[src/rtl/fir4_inverse_seq_pkg.sv]
// FSM encoding and tap sequencing for fir4_inverse_seq.
package fir4_inverse_seq_pkg;

    typedef enum logic [2:0] {IDLE, MAC1, MAC2, MAC3, OUT} state_t;

    // History tap consumed by the multiplier in each MAC state.
    function automatic logic [1:0] tap_of(input state_t s);
        case (s)
            MAC1:    return 2'd1;
            MAC2:    return 2'd2;
            default: return 2'd3;
        endcase
    endfunction

endpackage

[src/rtl/weight_pkg.sv]
// Shared coefficient package for the fir_4 transmit filter and its inverse.
// w0 must be a power of two (1 << W0_SHIFT) so the inverse divides by shifting.
package weight_pkg;

    typedef logic signed [7:0]  sample_t;
    typedef logic signed [17:0] fir_out_t;
    typedef logic signed [19:0] fir_acc_t;

    localparam int W0_SHIFT = 0;

    localparam sample_t weight_0 = 8'sd1;
    localparam sample_t weight_1 = 8'sd2;
    localparam sample_t weight_2 = -8'sd3;
    localparam sample_t weight_3 = 8'sd4;

    // Coefficient for history tap k (k = 1..3).
    function automatic sample_t weight_sel(input logic [1:0] k);
        case (k)
            2'd1:    return weight_1;
            2'd2:    return weight_2;
            2'd3:    return weight_3;
            default: return '0;
        endcase
    endfunction

endpackage

[src/rtl/fir4_inverse_seq_if.sv]
// Handshake bundle for fir4_inverse_seq: y_in stream in, x_out/err stream out.
interface fir4_inverse_seq_if #(
    parameter int X_W = 8,
    parameter int Y_W = 18
);
    logic                  in_valid;
    logic                  in_ready;
    logic signed [Y_W-1:0] y_in;
    logic                  out_valid;
    logic                  out_ready;
    logic signed [X_W-1:0] x_out;
    logic                  err;

    modport master (
        output in_valid, y_in, out_ready,
        input  in_ready, out_valid, x_out, err
    );

    modport slave (
        input  in_valid, y_in, out_ready,
        output in_ready, out_valid, x_out, err
    );
endinterface

[src/rtl/fir4_inverse_seq_hist.sv]
// fir_inv_hist: three-deep history of recovered samples plus the shared
// multiplier operand mux (history tap and matching coefficient).
module fir_inv_hist
    import weight_pkg::*;
    import fir4_inverse_seq_pkg::*;
#(
    parameter int X_W = 8
) (
    input  logic                  clk,
    input  logic                  rst,
    input  logic                  shift_en,
    input  logic signed [X_W-1:0] din,
    input  logic [1:0]            tap_sel_i,
    output logic signed [X_W-1:0] tap_x_o,
    output sample_t               tap_w_o
);

    logic signed [X_W-1:0] x1_q, x2_q, x3_q;

    // History shift register, advanced once per recovered sample.
    always_ff @(posedge clk) begin
        if (rst) begin
            x1_q <= '0;
            x2_q <= '0;
            x3_q <= '0;
        end else if (shift_en) begin
            x3_q <= x2_q;
            x2_q <= x1_q;
            x1_q <= din;
        end
    end

    // Operand mux feeding the single multiplier.
    always_comb begin
        case (tap_sel_i)
            2'd1:    tap_x_o = x1_q;
            2'd2:    tap_x_o = x2_q;
            default: tap_x_o = x3_q;
        endcase
        tap_w_o = weight_sel(tap_sel_i);
    end

endmodule

[src/rtl/fir4_inverse_seq.sv]
// fir4_inverse_seq: sequential inverse of the 4-tap FIR, one multiplier,
// x[n] = (y[n] - w1*x[n-1] - w2*x[n-2] - w3*x[n-3]) >>> W0_SHIFT.
// Optional macro FIR_INV_SAT_EN: saturate the result and flag clamp/inexact on err.
module fir4_inverse_seq
    import weight_pkg::*;
    import fir4_inverse_seq_pkg::*;
#(
    parameter int X_W   = 8,
    parameter int Y_W   = 18,
    parameter int ACC_W = 20
) (
    input  logic              clk,
    input  logic              rst,
    fir4_inverse_seq_if.slave bus
);

    localparam int PW = X_W + $bits(sample_t);
    localparam logic signed [ACC_W-1:0] XMAX = ACC_W'((1 << (X_W - 1)) - 1);
    localparam logic signed [ACC_W-1:0] XMIN = ~XMAX;

    if (weight_0 != sample_t'(1 << W0_SHIFT)) begin : g_w0_check
        $error("weight_0 must equal 1 << W0_SHIFT");
    end

    state_t                  state_q, state_d;
    logic signed [ACC_W-1:0] acc_q, acc_d;
    logic signed [X_W-1:0]   x_out_q, x_out_d;
    logic                    err_q, err_d;

    logic [1:0]              tap_sel;
    logic                    shift_en;
    logic signed [X_W-1:0]   tap_x;
    sample_t                 tap_w;
    logic signed [PW-1:0]    prod;
    logic signed [ACC_W-1:0] prod_ext, acc_fin, r;
    logic [ACC_W-1:0]        low_mask;
    logic                    inexact;
    logic signed [X_W-1:0]   x_val;
    logic                    err_val;

    fir_inv_hist #(.X_W(X_W)) u_hist (
        .clk       (clk),
        .rst       (rst),
        .shift_en  (shift_en),
        .din       (x_val),
        .tap_sel_i (tap_sel),
        .tap_x_o   (tap_x),
        .tap_w_o   (tap_w)
    );

    assign prod     = tap_x * tap_w;
    assign prod_ext = {{(ACC_W - PW){prod[PW-1]}}, prod};
    assign acc_fin  = acc_q - prod_ext;
    assign r        = acc_fin >>> W0_SHIFT;
    assign low_mask = ACC_W'((1 << W0_SHIFT) - 1);
    assign inexact  = |(acc_fin & low_mask);

`ifdef FIR_INV_SAT_EN
    // Clamp to the sample range; err reports a clamp or a lossy shift.
    always_comb begin
        x_val   = r[X_W-1:0];
        err_val = inexact;
        if (r > XMAX) begin
            x_val   = XMAX[X_W-1:0];
            err_val = 1'b1;
        end else if (r < XMIN) begin
            x_val   = XMIN[X_W-1:0];
            err_val = 1'b1;
        end
    end
`else
    logic unused_bits;
    assign unused_bits = ^{r[ACC_W-1:X_W], inexact, XMIN, XMAX};

    // Two's-complement wrap; err never raised.
    always_comb begin
        x_val   = r[X_W-1:0];
        err_val = 1'b0;
    end
`endif

    // State and datapath registers.
    always_ff @(posedge clk) begin
        if (rst) begin
            state_q <= IDLE;
            acc_q   <= '0;
            x_out_q <= '0;
            err_q   <= 1'b0;
        end else begin
            state_q <= state_d;
            acc_q   <= acc_d;
            x_out_q <= x_out_d;
            err_q   <= err_d;
        end
    end

    // Next-state and datapath next values.
    always_comb begin
        state_d = state_q;
        acc_d   = acc_q;
        x_out_d = x_out_q;
        err_d   = err_q;
        case (state_q)
            IDLE: if (bus.in_valid) begin
                acc_d   = {{(ACC_W - Y_W){bus.y_in[Y_W-1]}}, bus.y_in};
                state_d = MAC1;
            end
            MAC1: begin
                acc_d   = acc_fin;
                state_d = MAC2;
            end
            MAC2: begin
                acc_d   = acc_fin;
                state_d = MAC3;
            end
            MAC3: begin
                acc_d   = acc_fin;
                x_out_d = x_val;
                err_d   = err_val;
                state_d = OUT;
            end
            OUT: if (bus.out_ready) state_d = IDLE;
            default: state_d = IDLE;
        endcase
    end

    // Moore outputs decoded from the current state.
    always_comb begin
        bus.in_ready  = (state_q == IDLE);
        bus.out_valid = (state_q == OUT);
        tap_sel       = tap_of(state_q);
        shift_en      = (state_q == MAC3);
    end

    assign bus.x_out = x_out_q;
    assign bus.err   = err_q;

endmodule

[src/flat_wrapper.sv]
// flat-port wrapper written by rule: the top's interface ports become plain ports
module fir4_inverse_seq_flat import weight_pkg::*; import fir4_inverse_seq_pkg::*;
#(
    parameter int X_W   = 8,
    parameter int Y_W   = 18,
    parameter int ACC_W = 20
)
  (clk, rst, bus_in_valid, bus_y_in, bus_out_ready, bus_in_ready, bus_out_valid, bus_x_out, bus_err);
  fir4_inverse_seq_if #(.X_W(X_W), .Y_W(Y_W)) bus_i ();
  input  logic clk;
  input  logic rst;
  input wire logic [$bits(bus_i.in_valid)-1:0] bus_in_valid;
  input wire logic [$bits(bus_i.y_in)-1:0] bus_y_in;
  input wire logic [$bits(bus_i.out_ready)-1:0] bus_out_ready;
  output wire logic [$bits(bus_i.in_ready)-1:0] bus_in_ready;
  output wire logic [$bits(bus_i.out_valid)-1:0] bus_out_valid;
  output wire logic [$bits(bus_i.x_out)-1:0] bus_x_out;
  output wire logic [$bits(bus_i.err)-1:0] bus_err;
  assign bus_i.in_valid = bus_in_valid;
  assign bus_i.y_in = bus_y_in;
  assign bus_i.out_ready = bus_out_ready;
  assign bus_in_ready = bus_i.in_ready;
  assign bus_out_valid = bus_i.out_valid;
  assign bus_x_out = bus_i.x_out;
  assign bus_err = bus_i.err;
  fir4_inverse_seq #(.X_W(X_W), .Y_W(Y_W), .ACC_W(ACC_W)) u_core (.clk(clk), .rst(rst), .bus(bus_i));
endmodule
[config.mk]
export PLATFORM = sky130hd
export DESIGN_NAME = fir4_inverse_seq_flat
export DESIGN_NICKNAME = d
export VERILOG_FILES = /design/src/rtl/fir4_inverse_seq_pkg.sv /design/src/rtl/weight_pkg.sv /design/src/rtl/fir4_inverse_seq_if.sv /design/src/rtl/fir4_inverse_seq_hist.sv /design/src/rtl/fir4_inverse_seq.sv /design/src/flat_wrapper.sv
export SDC_FILE = /design/constraint.sdc
export NUM_CORES = 1
export LEC_CHECK = 0
export CORE_MARGIN = 4
export CORE_UTILIZATION = 57
export DETAILED_ROUTE_END_ITERATION = 8
export GPL_ROUTABILITY_DRIVEN = 0
export PLACE_DENSITY = 0.81
export RECOVER_POWER = 50
export SLEW_MARGIN = 20
export SYNTH_ARGS = -nofsm -noshare
export SYNTH_HDL_FRONTEND = slang
export SYNTH_SLANG_ARGS = --single-unit
[constraint.sdc]
create_clock -name clk -period 12.5 [get_ports clk]
set_input_delay 1.25 -clock clk [delete_from_list [all_inputs] [get_ports clk]]
set_output_delay 1.25 -clock clk [all_outputs]
set_load 0.05 [all_outputs]
==> results_dict.tcl <==
set metrics [dict create \
    power_frac_comb_pct 48.3 \
    synth_nets 407 \
    crit_slowest_cell "fa_1" \
    antenna_found_initial 0 \
    violations "max-capacitance violations, max-slew violations" \
    synth_fa_ha_area_share_pct 20.6 \
    dieWidth_um 78.2 \
    io_pins 33 \
    min_from "u_core.u_hist.x3_q[2]$_SDFFE_PP0P_" \
    clockRootBuffer "clkbuf_8" \
    synth_top_family_by_area "adder cells" \
    fillers 438 \
    instances_no_fill 426 \
    setup_tns_ns 0 \
    tightest_slew_ns 1.60 \
    core_mm2 0.00475 \
    hold_path_class "flip-flop to flip-flop" \
    peakVddDrop_mv 0.0941 \
    postCtsHoldBufs 0 \
    pre_cts_slack_ns 6.32 \
    rsz0062_at_grt "false" \
    fin_area_mm2 0.00310 \
    grt_max_degree 38 \
    clk_path_buf_depth 2 \
    grt_pass1_wl_mm 10.7 \
    ant_nets 0 \
    synth-edff-count 0 \
    r2r-end "u_core.bus.x_out[7]$_SDFFE_PP0P_" \
    final.min_clock_period_ns 6.21 \
    reg2reg_depth 20 \
    endpoint_kind "flip-flop" \
    wirelength_mm 5.98 \
    drt_iter0_drc 215 \
    seqPwrFrac_pct 31.2 \
    nets 418 \
    ys_warn_count 0 \
    reg2reg_setup_slack_ns 6.29 \
    muxShareOfSynthArea_pct 1.16 \
    drv_cap 1 \
    drt_pass1_iterations 4 \
    critPathKind "flip-flop to flip-flop" \
    post-place-cells 418 \
    cts_tree "built" \
    syn-cell-area_mm2 0.00281 \
    port_buffers 21 \
    clk_latency_ns 0.29 \
    worst_slack_ns 6.29 \
    p_switching_uw 156 \
    synth-seq-cells 35 \
    slew_violations 38 \
    cp_common_cell "fa_1" \
    synthTopCellsByArea "dfxtp_1 (25%), ha_1 (11%), fa_1 (10%), nand2_1 (8.0%), a21oi_1 (5.3%)" \
    grt_pass1_vias 2346 \
    netSwitchingFraction_pct 39.7 \
    hpwl_mm 4.57 \
    synthFlopType "dfxtp_1" \
    htreeDepth 2 \
    clockPowerShare_pct 20.5 \
    synthDistinctLibCells 57 \
    powerDensity_mw_per_mm2 127 \
    rr_startpoint "u_core.state_q[0]$_SDFFE_PP0P_" \
    yosys.area_share.xor_xnor_pct 6.94 \
    power_uw 394 \
    worstPathRequired_ns 12.73 \
    antenna_cells 0 \
    p_int_uw 237 \
    track_usage_pct 21.9 \
    met1_usage_pct 29.1 \
    die_y_um 78.2 \
    die-area_mm2 0.00612 \
    busiest_layer "met2" \
    clk_pin_slew_worst_paths_ns 0.07 \
    slew_headroom_pct -6.42 \
    grt-ovfl-total 0 \
    netlist_instances 347 \
    yosys.area.top_type "dfxtp_1" \
    critPathMaxFanout 20 \
    hold_viol_final 0 \
    finClkSkew_ns 0.00339 \
    areaGrowthSynthToFinish_pct 10.4 \
    synth.most_common_cell "nand2_1" \
    postCtsSetupBuffers 0 \
    crit_path_cell_trace "nor3b_1 -> inv_1 -> ha_1 -> a221o_1 -> o21ai_1 -> nor2_1 -> fa_1 -> fa_1 -> ha_1 -> inv_1 -> fa_1 -> inv_1 -> fa_1 -> xor2_1 -> xnor2_1 -> xnor2_1 -> xnor3_1 -> xnor2_1 -> or4_1 -> nand3_1" \
    vias 2327 \
    synth_top_area_share_pct 24.9 \
    cts_sinks 35 \
    async_flop_share_pct 0 \
    min_period_over_period_pct 49.7 \
    yosys.area_share.simple_pct 20.3 \
    routedWlPerCell_um 14.0 \
    cts_resized 0 \
    synth_common_cells "nand2_1 (60), inv_1 (37), dfxtp_1 (35)" \
    dpl_cell_area_mm2 0.00302 \
    slowest_delay_ns 0.60 \
    hold_path_depth 2 \
    route.detailed.drc 0 \
    start_util_pct 59.2 \
    final_layout_size_suffix_gt1_share_pct 4.74 \
    worstSetupStartpointType "flip-flop" \
    worstPathArrival_ns 6.44 \
    outcome "complete, but fails checks" \
    power_leakage_uw 0.00134 \
    setup-violations-final 0 \
    syn_avg_cell_area_um2 8.11 \
    placementRows 25 \
    yosysSeqAreaShare_pct 24.9 \
    viasPerCell 5.46 \
    worstHoldEndpoint "u_core.u_hist.x3_q[2]$_SDFFE_PP0P_" \
    met3_usage_pct 3.44 \
    fmax_ghz 0.161 \
    cts_made_buffers 5 \
    met2_usage_pct 36.0 \
    synth_compound_area_share_pct 17.5 \
]
## cell usage in the layout, fill, tap and decap left out, drive strengths merged, types with 6 or more instances in the layout
| master | netlist | routed |
|---|---|---|
| a21oi | 30 | 30 |
| clkbuf | 11 | 7 |
| clkdlybuf4s50 | 0 | 18 |
| dfxtp | 35 | 35 |
| fa | 14 | 14 |
| ha | 24 | 24 |
| inv | 37 | 37 |
| nand2 | 60 | 60 |
| nor2 | 26 | 26 |
| nor3 | 6 | 6 |
| o21ai | 10 | 10 |
| xnor2 | 12 | 12 |
## kinds of logic (layout without fill, tap and decap cells)
logic type               count (synthesis)  after routing
AO/OA/AOI/OAI                           72             72
XOR/XNOR                                19             19
adder cells (fa/ha/maj)                 38             38
buffers and inverters                   56             68
flip-flops                              35             35
multiplexers                             2              2
other                                    1              1
AND/OR/NAND/NOR                        124            124
## routing by layer
metal,share of wire [%],up-vias
li1,-,1178
met1,45,1090
met2,50,49
met3,3.5,10
met4,1.6,0
met5,0,-
## registers in the layout (all words and copies together), names as in the netlist
register	flops
u_core.acc_q	8
u_core.bus.x_out	8
u_core.u_hist.x2_q	8
u_core.u_hist.x3_q	8
u_core.state_q	3
## cell type report
type | count | area (µm²) | area share (%)
clock inverters | 2 | 12.5 | 0.403
multi-input cells | 256 | 1870 | 60.4
flip-flops and latches | 35 | 701 | 22.6
well taps | 67 | 83.8 | 2.70
inverters | 37 | 139 | 4.47
clock buffers | 6 | 72.6 | 2.34
repair buffers | 23 | 221 | 7.13
## power groups by stage
stage,combinational (µW),clock (µW),sequential [µW]
2_1_floorplan,151,0,126
4_1_cts,191,82.6,123
3_3_place_gp,186,0,125
5_1_grt,215,88.4,123
3_5_place_dp,189,0,125
6_report,190,80.8,123
## critical path, delay by kind of cell, from the launching register on
| family | cells | cell delay, ns |
|---|---|---|
| DFF | 1 | 0.42 |
| adders and majority gates | 6 | 2.69 |
| buffers and inverters | 3 | 0.26 |
| and+or+nand+nor | 4 | 1.05 |
| xor gates and xnor gates | 5 | 1.07 |
| AOI/OAI and AO/OA | 2 | 0.64 |
## worst max path at each step
stage / startpoint / to / slack, ns / depth (start not counted)
3_5_place_dp: u_core.state_q[0]$_SDFFE_PP0P_ / u_core.bus.x_out[7]$_SDFFE_PP0P_ / 6.32 / 20
4_1_cts: u_core.state_q[0]$_SDFFE_PP0P_ / u_core.bus.x_out[7]$_SDFFE_PP0P_ / 6.30 / 20
5_1_grt: u_core.state_q[0]$_SDFFE_PP0P_ / u_core.bus.x_out[7]$_SDFFE_PP0P_ / 5.96 / 20
6_report: u_core.state_q[0]$_SDFFE_PP0P_ / u_core.bus.x_out[7]$_SDFFE_PP0P_ / 6.29 / 20
3_3_place_gp: u_core.state_q[0]$_SDFFE_PP0P_ / u_core.bus.x_out[7]$_SDFFE_PP0P_ / 6.35 / 20
2_1_floorplan: u_core.state_q[1]$_SDFFE_PP0P_ / u_core.bus.x_out[7]$_SDFFE_PP0P_ / 6.87 / 22
## stage by stage
step,util (%),hold WS (ns)
floorplan,-,0.431
global placement,63.6,0.438
detailed placement,63.6,0.448
CTS,65.4,0.457
global route,65.3,0.475
finish,65.3,0.456
Note: power is estimated with default switching activity, not from simulation.
